### src/rtl/gf163_mult_arbiter.sv
// Round-robin arbiter sharing one pipelined GF(2^163) multiplier between two requesters.
// Owns the field polynomial g and sequences drain/reload; GF_ARB_PERF_EN adds issue/stall counters.
module gf163_mult_arbiter #(
    parameter int unsigned           DATA_WIDTH = 163,
    parameter int unsigned           B_WIDTH    = 176,
    parameter int unsigned           LATENCY    = 11,
    parameter logic [DATA_WIDTH-1:0] G_RESET    = DATA_WIDTH'('hC9)
) (
    input  logic                  clk,
    input  logic                  rst_n,
    input  logic                  req0_valid,
    output logic                  req0_ready,
    input  logic [DATA_WIDTH-1:0] req0_a,
    input  logic [B_WIDTH-1:0]    req0_b,
    input  logic                  req1_valid,
    output logic                  req1_ready,
    input  logic [DATA_WIDTH-1:0] req1_a,
    input  logic [B_WIDTH-1:0]    req1_b,
    output logic                  res0_valid,
    output logic [DATA_WIDTH-1:0] res0_data,
    output logic                  res1_valid,
    output logic [DATA_WIDTH-1:0] res1_data,
    input  logic                  cfg_g_req,
    input  logic [DATA_WIDTH-1:0] cfg_g,
    output logic                  cfg_g_ack,
    output logic                  busy,
`ifdef GF_ARB_PERF_EN
    output logic [31:0]           perf_issue0,
    output logic [31:0]           perf_issue1,
    output logic [31:0]           perf_stall,
`endif
    output logic [DATA_WIDTH-1:0] mul_a,
    output logic [B_WIDTH-1:0]    mul_b,
    output logic [DATA_WIDTH-1:0] mul_g,
    input  logic [DATA_WIDTH-1:0] mul_t
);

    localparam int unsigned CNT_W = $clog2(LATENCY + 1);

    typedef enum logic {
        RUN   = 1'b0,
        DRAIN = 1'b1
    } state_t;

    state_t                state;
    state_t                state_nxt;
    logic [DATA_WIDTH-1:0] g_reg;
    logic                  last_grant;
    logic [LATENCY-1:0]    tag_vld;
    logic [LATENCY-1:0]    tag_own;
    logic [CNT_W-1:0]      inflight;
    logic [CNT_W-1:0]      inflight_nxt;
    logic                  cfg_pend_c;
    logic                  grant0_c;
    logic                  grant1_c;
    logic                  issue_c;
    logic                  retire_c;
    logic                  load_c;

    // The request is still high in the ack cycle; ignore it there so issue can resume at once.
    assign cfg_pend_c = cfg_g_req & ~cfg_g_ack;
    assign retire_c   = tag_vld[LATENCY-1];
    assign issue_c    = grant0_c | grant1_c;

    // State register
    always_ff @(posedge clk or negedge rst_n) begin
        if (!rst_n) begin
            state <= RUN;
        end else begin
            state <= state_nxt;
        end
    end

    // Next-state logic
    always_comb begin
        state_nxt = state;
        case (state)
            RUN:     if (cfg_pend_c) state_nxt = DRAIN;
            DRAIN:   if (inflight == '0) state_nxt = RUN;
            default: state_nxt = RUN;
        endcase
    end

    // Grant, multiplier drive and load strobe
    always_comb begin
        grant0_c = 1'b0;
        grant1_c = 1'b0;
        load_c   = 1'b0;
        mul_a    = '0;
        mul_b    = '0;
        if (rst_n && state == RUN && !cfg_pend_c) begin
            if (req0_valid && (!req1_valid || last_grant)) begin
                grant0_c = 1'b1;
            end else if (req1_valid) begin
                grant1_c = 1'b1;
            end
        end
        if (state == DRAIN && inflight == '0) begin
            load_c = 1'b1;
        end
        if (grant0_c) begin
            mul_a = req0_a;
            mul_b = req0_b;
        end else if (grant1_c) begin
            mul_a = req1_a;
            mul_b = req1_b;
        end
    end

    assign req0_ready = grant0_c;
    assign req1_ready = grant1_c;
    assign mul_g      = g_reg;

    always_comb begin
        inflight_nxt = inflight;
        if (issue_c && !retire_c) begin
            inflight_nxt = inflight + CNT_W'(1);
        end else if (!issue_c && retire_c) begin
            inflight_nxt = inflight - CNT_W'(1);
        end
    end

    // Tag pipe mirrors the multiplier latency; owner bit 1 means requester 1
    always_ff @(posedge clk or negedge rst_n) begin
        if (!rst_n) begin
            g_reg      <= G_RESET;
            last_grant <= 1'b1;
            tag_vld    <= '0;
            tag_own    <= '0;
            inflight   <= '0;
            cfg_g_ack  <= 1'b0;
            busy       <= 1'b0;
        end else begin
            tag_vld   <= {tag_vld[LATENCY-2:0], issue_c};
            tag_own   <= {tag_own[LATENCY-2:0], grant1_c};
            inflight  <= inflight_nxt;
            cfg_g_ack <= load_c;
            busy      <= (inflight_nxt != '0) || (state_nxt != RUN);
            if (load_c) begin
                g_reg <= cfg_g;
            end
            if (issue_c) begin
                last_grant <= grant1_c;
            end
        end
    end

    assign res0_valid = tag_vld[LATENCY-1] & ~tag_own[LATENCY-1];
    assign res1_valid = tag_vld[LATENCY-1] &  tag_own[LATENCY-1];
    assign res0_data  = mul_t;
    assign res1_data  = mul_t;

`ifdef GF_ARB_PERF_EN
    logic stall_c;
    assign stall_c = (req0_valid | req1_valid) & ~issue_c;

    // Saturating performance counters
    always_ff @(posedge clk or negedge rst_n) begin
        if (!rst_n) begin
            perf_issue0 <= '0;
            perf_issue1 <= '0;
            perf_stall  <= '0;
        end else begin
            if (grant0_c && perf_issue0 != '1) perf_issue0 <= perf_issue0 + 32'd1;
            if (grant1_c && perf_issue1 != '1) perf_issue1 <= perf_issue1 + 32'd1;
            if (stall_c && perf_stall != '1)   perf_stall  <= perf_stall + 32'd1;
        end
    end
`endif

endmodule

### config.mk
export PLATFORM = sky130hd
export DESIGN_NAME = gf163_mult_arbiter
export DESIGN_NICKNAME = d
export VERILOG_FILES = /design/src/rtl/gf163_mult_arbiter.sv
export SDC_FILE = /design/constraint.sdc
export NUM_CORES = 1
export LEC_CHECK = 0
export CORE_AREA = 2 2 726 728
export DETAILED_ROUTE_END_ITERATION = 12
export DIE_AREA = 0 0 728 730
export PLACE_DENSITY = 0.3
export SLEW_MARGIN = 20
export SYNTH_ARGS = -nofsm -noshare
export SYNTH_HDL_FRONTEND = slang
export SYNTH_SLANG_ARGS = --single-unit
### constraint.sdc
create_clock -name clk -period 4.8 [get_ports clk]
set_input_delay 0.48 -clock clk [delete_from_list [all_inputs] [get_ports clk]]
set_output_delay 0.48 -clock clk [all_outputs]
set_load 0.02 [all_outputs]
## Word level (Yosys, flattened, before mapping)

Index checks and enable logic that the tools add are counted.

| word-level totals | value |
|---|---|
| bits in registers | 193 |
| word-level logic and storage cells | 46 |

| operators by class | value |
|---|---|
| $add $sub $neg | 2 |
| bitwise logic cells | 7 |
| reduce and logical (&&, ||, !) cells | 14 |
| multiplexer cells | 15 |

Operators by type and width:

| kind | number |
|---|---|
| 176-bit two-way mux | 2 |
| 163-bit two-way mux | 2 |
| 1-bit two-way mux | 8 |
| 4-bit two-way mux | 2 |
| 1-bit logical AND | 6 |
| 4-bit by 1-bit adder with 4-bit output, second input constant | 1 |
| 1-bit zero test | 4 |
| 4-bit zero test | 1 |
| 4-bit nonzero test | 1 |
| 4-bit by 1-bit subtractor with 4-bit output, second input constant | 1 |
| 1-bit AND | 3 |
| 1-bit inverter | 3 |
| 1-bit logical OR | 2 |
| 1-bit case mux with 2 select lines | 1 |
| 1-bit bitwise OR | 1 |

## Logic depth before layout (Yosys ltp)

| logic depth | value |
|---|---|
| depth after elaboration | 12 |
| depth in mapped cells | 8 |
| gate-level depth less buffers | 6 |

## Worst setup path after synthesis

No wires, ideal clock.

| timing path | value |
|---|---|
| path kind | in2out |
| from | input cfg_g_req |
| to | output mul_a[100] |
| data arrival time | 1.960 ns |
| data required time | 4.320 ns |
| cell stages on the path | 8 |
| path buffers | 3 |
| slack | 2.360 ns |
| cell sequence | nor2b_4 -> nor2_1 -> and2_1 -> and3_1 -> buf_2 -> clkbuf_1 -> clkbuf_1 -> a22o_1 |

| on the way | value |
|---|---|
| longest elaborated chain between the ends | 6 |
| elaborated cells on any way between the ends | 7 |
| those cells by class | mux (4); bitwise (1); reduce/logical (2) |

Ends and longest elaborated chain:

| element | line | RTL |
|---|---|---|
| from (decl) | 23 | `input logic cfg_g_req,` |
| 1-bit AND (*) | 61 | `assign cfg_pend_c = cfg_g_req & ~cfg_g_ack;` |
| 1-bit zero test (*) | 91 | `if (rst_n && state == RUN && !cfg_pend_c) begin` |
| 1-bit logical AND (*) | 91 |  |
| 1-bit two-way mux | 91 |  |
| 163-bit two-way mux | 104 | `end else if (grant1_c) begin` |
| 163-bit two-way mux (*) | 101 | `if (grant0_c) begin` |
| to (decl) | 32 | `output logic [DATA_WIDTH-1:0] mul_a,` |

Every way passes the cells marked *; elsewhere a longest branch is shown, timed or not.

## Worst setup path after layout

| timing path | value |
|---|---|
| from | input cfg_g_req |
| to | output mul_a[20] |

The elaborated chain is that of the path after synthesis.

==> metrics <==
Crit path largest cell delay=approximately 700 ps; P_leak=around 10 nW; routed wire length=~330000 um; die height=730 um; Max Buffers Root-to-Sink=3; row cnt=266; core area=about 520000 um2; die area=531000 um2; Mean Syn Cell Area=roughly 11 um2; largest net degree at the start of global routing=approximately 110; Synth Warn #=0; Crit Path Class=in2out; All-Layer GR Usage=0.120; R2R cell count=5; placed cells=~9.1k; Final period util=0.900; Critical Path Sink Type=output pin; Final Non-Filler Cells=roughly 9k; maxcap violations=0; first-pass GRT wire length=roughly 370000 um; # DRC=0; CTS tree=yes; WL met3=between 50000 and 60000 um; worst path cell trace=clkdlybuf4s50_1 -> nor2b_4 -> nor2_1 -> and2_1 -> and3_4 -> buf_12 -> buf_12 -> a22o_1 -> clkdlybuf4s50_1; post-CTS setup buffers=0; Slowest-stage cell, CP=clkdlybuf4s50_1; Least-Margin Pin Slew=roughly 1200 ps; Mapped Cells=1152; setup ws final=478 ps; drt first pass iters=5; Port Buffer Count=~1.4k; share of Yosys cell area claimed by the top area cell type=0.369; Max Fclk=about 230 MHz; Final Hold Fails=0; CP startpoint kind=input pin; drt wl/cell=35.8 um; worst reg-to-reg setup slack=around 2300 ps; leading area contributor after synthesis=dfrtp_1; RSZ-0062 raised after global routing=no; Setup TNS Final=0 ps; Pins Over Slew Limit=0; DPL Wire Length=310000 um; WHS Endpoint=tag_own[7]; CTS sink cnt=193; DR vias/cell=1.85; GPL Wtd Cong=0.979; initial antenna violation count=just over 400; HP Start=tag_own[6]; Area Growth Syn to Fin=171%; synthesized cell area=between 10000 and 15000 um2; FF+latch count, synth=slightly below 200; setup violators final=0; Ports=1843; Post-CTS Resized=0; grt total ovfl=0; sequential area share after synthesis=0.379; ranking of synthesized cells by area=dfrtp_1 37%, a22o_1 23%, buf_4 19%; Cell Pwr Density=between 300 and 400 nW/um2; worst skew pair latency=slightly below 600 ps; die width=around 730 um; Cell variety after synth=28; DRT iter0 DRCs=roughly 1.2k; peak supply drop=~0.23 mV; final worst path period need=roughly 4300 ps; crit-path max FO=75; Nets=roughly 3.2k; fill cell count=roughly 61k; via count=approximately 17k; CP Data Required Time=~4300 ps; r2r endpoint=mul_g[155]; CTS clock-pin slew for the worst setup and hold paths=90 ps; CTS root buffer=clkbuf_16; hold path cells=0; CTS Hold Bufs=1; worst flop-to-flop path startpoint=inflight[0]; number of routed nets with antenna violations=0; H-Tree Depth=4; number of global-route vias before repair=roughly 16k; Place WS=between 200 and 300 ps; Inserted Clock Buffers=25; Starting Density=0.0244; Clock Skew=52.8 ps; path category of the worst min-delay check=reg2reg; outcome=finished, final reports clean; Syn Nets=2164; met2 WL post-DR=between 100000 and 150000 um; Top Metal Used=met5; WP data arrival=roughly 3800 ps; routed metal-1 wirelength=approximately 120000 um; max_slew headroom=0.196; share of cells above drive strength 1=0.154
## worst max path at each step
stage / start / endpoint / slack [ps]
3_5_place_dp: cfg_g_req / mul_b[11] / 260
3_3_place_gp: cfg_g_req / mul_b[11] / 190
6_report: cfg_g_req / mul_a[20] / 480
5_1_grt: cfg_g_req / mul_b[11] / 220
4_1_cts: cfg_g_req / mul_b[11] / 250
2_1_floorplan: cfg_g_req / mul_a[100] / 2360
## routing by layer
layer  up-vias  global-route usage
met5         -              0.0152
met4       190              0.0212
met3       698              0.0967
met2      2102               0.191
met1      8066               0.121
li1       6116                   -
## stage by stage
step	instance area [um2]	util	power, W	hold slack, ps
2_1_floorplan	12800	-	0.00545	184
4_1_cts	34200	0.0653	0.0109	255
3_3_place_gp	33500	0.0639	0.00873	321
6_report	34500	0.0659	0.0105	336
5_1_grt	34400	0.0657	0.0111	292
3_5_place_dp	33500	0.0639	0.00875	323
## registers in the layout, indices dropped and copies added, names as in the netlist
name and flops:
busy 1, inflight 4, state 1, tag_own 11, tag_vld 11, last_grant 1, mul_g 163, cfg_g_ack 1
## power breakdown
part | internal [W] | switching, W
registers | 0.00236 | 0.000417
clock network | 0.00105 | 0.000909
logic | 0.00298 | 0.00283
total | 0.00639 | 0.00415
## cells in the final DEF, fill, tap and decap left out, drive strengths merged, types with 2 or more instances in the layout
cell,n
clkdlybuf4s50,1275
a22o,339
dfrtp,188
mux2,164
diode,130
buf,126
clkbuf,27
dfstp,5
nand2,4
nor2,4
mux2i,4
inv,3
xnor2,3
ha,3
and2,2
and3,2
bufinv,2
clkinvlp,2
nor2b,2
nor4b,2
clkinv,2
## logic make-up after synthesis
logic type	after synthesis	share of synthesized area
XOR/XNOR	4	0.00275
AND/OR/NAND/NOR	20	0.0111
flip-flops	193	0.379
adder cells (fa/ha/maj)	3	0.00294
buffers and inverters	424	0.223
AO/OA/AOI/OAI	340	0.233
multiplexers	168	0.148
## worst max-delay path: cells and delay by family
kind,cells,cell delay [ps]
AND/OR/NAND/NOR,4,1120
buffers and inverters,4,1720
AO/OA/AOI/OAI,1,340
## synth_stat cells (all sizes together)
cell type  count
a22o         339
and2           2
and3           2
buf          355
clkbuf        66
dfrtp        188
dfstp          5
ha             3
inv            3
mux2         164
mux2i          4
nand2          4
nand2b         1
nor2           4
nor2b          2
nor3           1
nor4b          2
nor4bb         1
o21bai         1
or4b           1
xnor2          3
xor2           1
## area by class of cell
type | count | area, um2 | share of cell area
well taps | 6968 | 8720 | 0.253
multi-input cells | 535 | 5110 | 0.148
diodes | 130 | 325 | 0.00942
repair buffers | 1402 | 14800 | 0.429
clock inverters | 6 | 88.8 | 0.00257
clock buffers | 27 | 633 | 0.0183
flip-flops and latches | 193 | 4840 | 0.140
inverters | 3 | 11.3 | 0.000326
Power figures use the tool's default switching activity.
==> variant 1, RTL diff (same settings) <==
Build with the macro `GF_ARB_PERF_EN` defined.
--- a/src/rtl/gf163_mult_arbiter.sv
+++ b/src/rtl/gf163_mult_arbiter.sv
@@ -1,5 +1,7 @@
 // Round-robin arbiter sharing one pipelined GF(2^163) multiplier between two requesters.
 // Owns the field polynomial g and sequences drain/reload; GF_ARB_PERF_EN adds issue/stall counters.
+`define GF_ARB_PERF_EN
+
 module gf163_mult_arbiter #(
     parameter int unsigned           DATA_WIDTH = 163,
     parameter int unsigned           B_WIDTH    = 176,
New outputs: perf_issue0, perf_issue1 and perf_stall. Function: not settled (the Yosys comparison gave no result); the edit may change what the design does.
==> variant 1 against the unedited design <==
Total power grew 26%. Count of clock-buffer cells in the layout grew 26. Worst hold slack lost 0.090 ns. Design area grew 22%. Sequential share of layout area grew 3.2 points. Area after synthesis grew 36%. Sequential cell count grew 96. Wire length grew 13%. Setup slack gained 0.19 ns. Critical path type unchanged. Critical endpoint is now mul_a[15].
==> variant 1: results (changes against the unedited design) <==
AVERAGE_VIAS_PER_PLACED_INSTANCE=2.09  # +13%
NUMBER_OF_ANTENNA_VIOLATIONS_AT_THE_FIRST_CHECK_IN_GLOBAL_ROUTING=338  # -16%
GP_CONGESTION=1.08  # +10%
HP-CLASS='in2async'
WORST_SLEW_MARGIN_REL_PCT=23.7  # +4.1 points
PLACEMENT.SETUP.WORST_SLACK_NS=0.565  # +0.302 ns
SW_SHARE_PCT=37.5  # -1.9 points
FINAL_WIRELENGTH_UM=375000  # +13%
WL_MET2_UM=188000  # +26%
YOSYS.AREA_SHARE.ADDER_PCT=0.434  # +0.14 points
GRT_PASS1_VIAS=20209  # +25%
SYN_NETS=2588  # +20%
SEQ_POWER_SHARE_PCT=27.9  # +1.6 points
CLKTRANSATPATHREGS_NS=0.06  # -0.03 ns
USE_MET1_PCT=10.1  # -2.0 points
MET3WIRELENGTH_UM=71100  # +25%
MET3_USAGE_PCT=12.1  # +2.4 points
YS_SEQ_AREA_SHARE_PCT=41.8  # +3.9 points
IR_DROP_uV=218  # -6.5%
FINALNETCOUNT=3709  # +17%
TIMING.CLOCK.SKEW_NS=0.0441  # -0.00871 ns
CP_DATA_ARRIVAL_TIME_NS=3.65  # -0.19 ns
RUN_STATUS='finished clean'
STATIC-LEAKAGE-POWER_nW=13.7  # +33%
GRT_USE_TOTAL_PCT=13.5  # +1.6 points
CRIT_PATH_MAX_INCR_DELAY_NS=0.74  # +0.04 ns
HTREEDEPTH=2  # -2
RR_ENDPOINT='perf_issue0[19]'
PORT-BUFFER-COUNT=1449  # +7.1%
SYNTH_CELL_TYPES=54  # +93%
GLOBAL_ROUTE_WIRE_LENGTH_BEFORE_REPAIR_UM=421000  # +14%
TIMING.RR.START='state'
DR.FIRST_ITER.DRC_COUNT=1221  # +1.2%
LAYOUT-DRIVE-GT1-SHARE_PCT=20.2  # +4.8 points
POWER_CLOCK_mW=3.15  # +61%
YOSYS.AREA_SHARE.XOR_XNOR_PCT=4.81  # +4.5 points
NUMCTSBUFFERS=38  # +52%
SYNTH_COMMON_CELLS='339 x a22o_1, 326 x buf_4, 284 x dfrtp_1'
YOSYS-TOP-CELLS-AREA='dfrtp_1 41%, a22o_1 17%, buf_4 14%, mux2_2 11%, xnor2_1 2.7%'
WORSTSKEWPAIRLATENCY_NS=0.63  # +0.04 ns
GRT_MAX_DEGREE=131  # +17%
YOSYS-MUX-AREA-FRACTION_PCT=11.2  # -3.7 points
HPWL_UM=350000  # +13%
WL_MET1_UM=97600  # -16%
## variant 1: through the flow
step	hold slack [ns]	power [mW]	cells
finish	0.246	13.3	9763
detailed placement	0.292	10.4	9621
global route	0.221	14.0	9725
CTS	0.171	13.7	9692
global placement	0.291	10.4	9621
floorplan	0.184	6.53	1573
## variant 1: final cells by class
cell class | instances | area, um2
Clock buffer | 53 | 1070
Clock inverter | 17 | 277
Fill cell | 60718 | 482000
Multi-Input combinational cell | 850 | 7240
Sequential cell | 289 | 7240
Antenna cell | 71 | 178
Timing Repair Buffer | 1501 | 17200
Tap cell | 6968 | 8720
Inverter | 14 | 67.6
## variant 1: worst max-delay path by stage
stage          startpoint   endpoint  slack [ns]
2_1_floorplan   cfg_g_req   mul_a[0]        2.45
3_3_place_gp   req1_valid  mul_b[16]        0.55
3_5_place_dp   req1_valid  mul_b[16]        0.56
4_1_cts             rst_n  mul_b[16]        0.50
5_1_grt             rst_n  mul_b[13]        0.45
6_report       req1_valid  mul_a[15]        0.67
==> variant 2, RTL diff (same flow settings) <==
Made on the original files. Take the reset off `tag_own` and load it in a clocked block of its own.
--- a/src/rtl/gf163_mult_arbiter.sv
+++ b/src/rtl/gf163_mult_arbiter.sv
@@ -126,13 +126,11 @@
             g_reg      <= G_RESET;
             last_grant <= 1'b1;
             tag_vld    <= '0;
-            tag_own    <= '0;
             inflight   <= '0;
             cfg_g_ack  <= 1'b0;
             busy       <= 1'b0;
         end else begin
             tag_vld   <= {tag_vld[LATENCY-2:0], issue_c};
-            tag_own   <= {tag_own[LATENCY-2:0], grant1_c};
             inflight  <= inflight_nxt;
             cfg_g_ack <= load_c;
             busy      <= (inflight_nxt != '0) || (state_nxt != RUN);
@@ -143,6 +141,10 @@
                 last_grant <= grant1_c;
             end
         end
+    end
+
+    always_ff @(posedge clk) begin
+        tag_own <= {tag_own[LATENCY-2:0], grant1_c};
     end
 
     assign res0_valid = tag_vld[LATENCY-1] & ~tag_own[LATENCY-1];
Function: not settled (the Yosys comparison gave no result); the edit may change what the design does.
==> variant 2 against the unedited design <==
Worst hold slack got worse by 0.29 ns. Via count decreased by 1.2%. Die area unchanged. Synthesized cell count unchanged. Total power decreased by 1.4%. Clock skew increased by 0.0024 ns. Highest routed layer unchanged. Sequential cell count unchanged. Critical path type is now reg2out. Critical endpoint is now mul_a[19]. Design area decreased by 1.5%. Area after synthesis decreased by 0.43%. Wire length decreased by 4.6%. Setup slack improved by 0.0026 ns.
==> variant 2: results (changes against the unedited design) <==
RUN_STATUS='finished clean'
TIMING.CRITICAL_PATH.SLOWEST_STAGE_CELL='a22o_1'
WL_MET1_UM=113000  # -3.0%
GRT.MET2_USAGE_PCT=17.4  # -1.7 points
GRT_PASS1_VIAS=16163  # +0.068%
SETUP.REG_TO_REG.WORST_SLACK_NS=1.87  # -0.46 ns
DR.FIRST_ITER.DRC_COUNT=1365  # +13%
FILLER_CELL_COUNT=61201  # -0.10%
RR_ENDPOINT='mul_g[37]'
SYNTH_CELL_TYPES=29  # +3.6%
GRT_USE_TOTAL_PCT=11.4  # -0.57 points
WL_MET2_UM=137000  # -8.0%
POSTLAYOUTCOREUTIL_PCT=6.49  # -0.10 points
WORST_PIN_SLEW_NS=0.962  # -0.243 ns
POWER_CLOCK_mW=1.78  # -9%
NUMBER_OF_ANTENNA_VIOLATIONS_AT_THE_FIRST_CHECK_IN_GLOBAL_ROUTING=312  # -23%
PLACEMENT.SETUP.WORST_SLACK_NS=0.548  # +0.286 ns
WIRE_PER_INST_UM=34.5  # -3.7%
POWER.COMBINATIONAL.TOTAL_mW=5.80  # about the same
YS_SEQ_AREA_SHARE_PCT=37.6  # -0.27 points
POWER.DENSITY_nW_PER_UM2=306  # +0.16%
REG2REGPATHDEPTH=6  # +1
POST_SYNTH.CELL_AREA_AVG_UM2=11.0  # -0.43%
YOSYS-TOP-CELLS-AREA='dfrtp_1 35%, a22o_1 23%, buf_4 19%, mux2_2 15%, clkbuf_1 2.0%'
CLKTRANSATPATHREGS_NS=0.12  # +0.03 ns
FINALNETCOUNT=3150  # -0.69%
SYNTH_COMMON_CELLS='339 x a22o_1, 326 x buf_4, 177 x dfrtp_1'
LAYOUT-DRIVE-GT1-SHARE_PCT=15.6  # +0.23 points
IR_DROP_uV=325  # +39%
INTERNAL_mW=6.22  # -2.8%
STATIC-LEAKAGE-POWER_nW=10.2  # -1.6%
CRIT_PATH_MAX_INCR_DELAY_NS=0.67  # -0.03 ns
GP_CONGESTION=1.06  # +8.3%
GRT_MAX_DEGREE=107  # -4.5%
POST-PLACE-CELLS=9083  # -0.19%
MET3WIRELENGTH_UM=55600  # -2.0%
CRITICAL_PATH_PEAK_FANOUT=74  # -1.3%
TIMING.CLOCK.SKEW_NS=0.0552  # +0.00241 ns
DRT_PASS1_ITERATIONS=8  # +3
HPWL_UM=293000  # -5.8%
variant 2: worst max path at each step:
stage	from	endpoint	slack, ns	depth (start not counted)
floorplan	cfg_g_req	mul_a[100]	2.36	8
global placement	cfg_g_req	mul_a[19]	0.41	10
detailed placement	cfg_g_req	mul_a[19]	0.55	10
CTS	cfg_g_ack	mul_a[19]	0.40	9
global route	cfg_g_ack	mul_a[19]	0.28	9
finish	cfg_g_ack	mul_a[19]	0.48	9
variant 2: cells by family after synthesis:
family | synth area share (%)
fa+ha+maj | 0.296
buf+inv | 22.4
simple gates | 1.11
flops | 37.6
mux | 14.9
compound gates | 23.4
xor+xnor | 0.276
variant 2: area by class of cell:
| class | count | area share, % |
|---|---|---|
| Timing Repair Buffer | 1384 | 42.9 |
| Tap cell | 6968 | 25.7 |
| Multi-Input combinational cell | 535 | 15.0 |
| Sequential cell | 193 | 14.1 |
| Clock buffer | 24 | 1.64 |
| Antenna cell | 58 | 0.427 |
| Clock inverter | 8 | 0.269 |
| Inverter | 3 | 0.0331 |
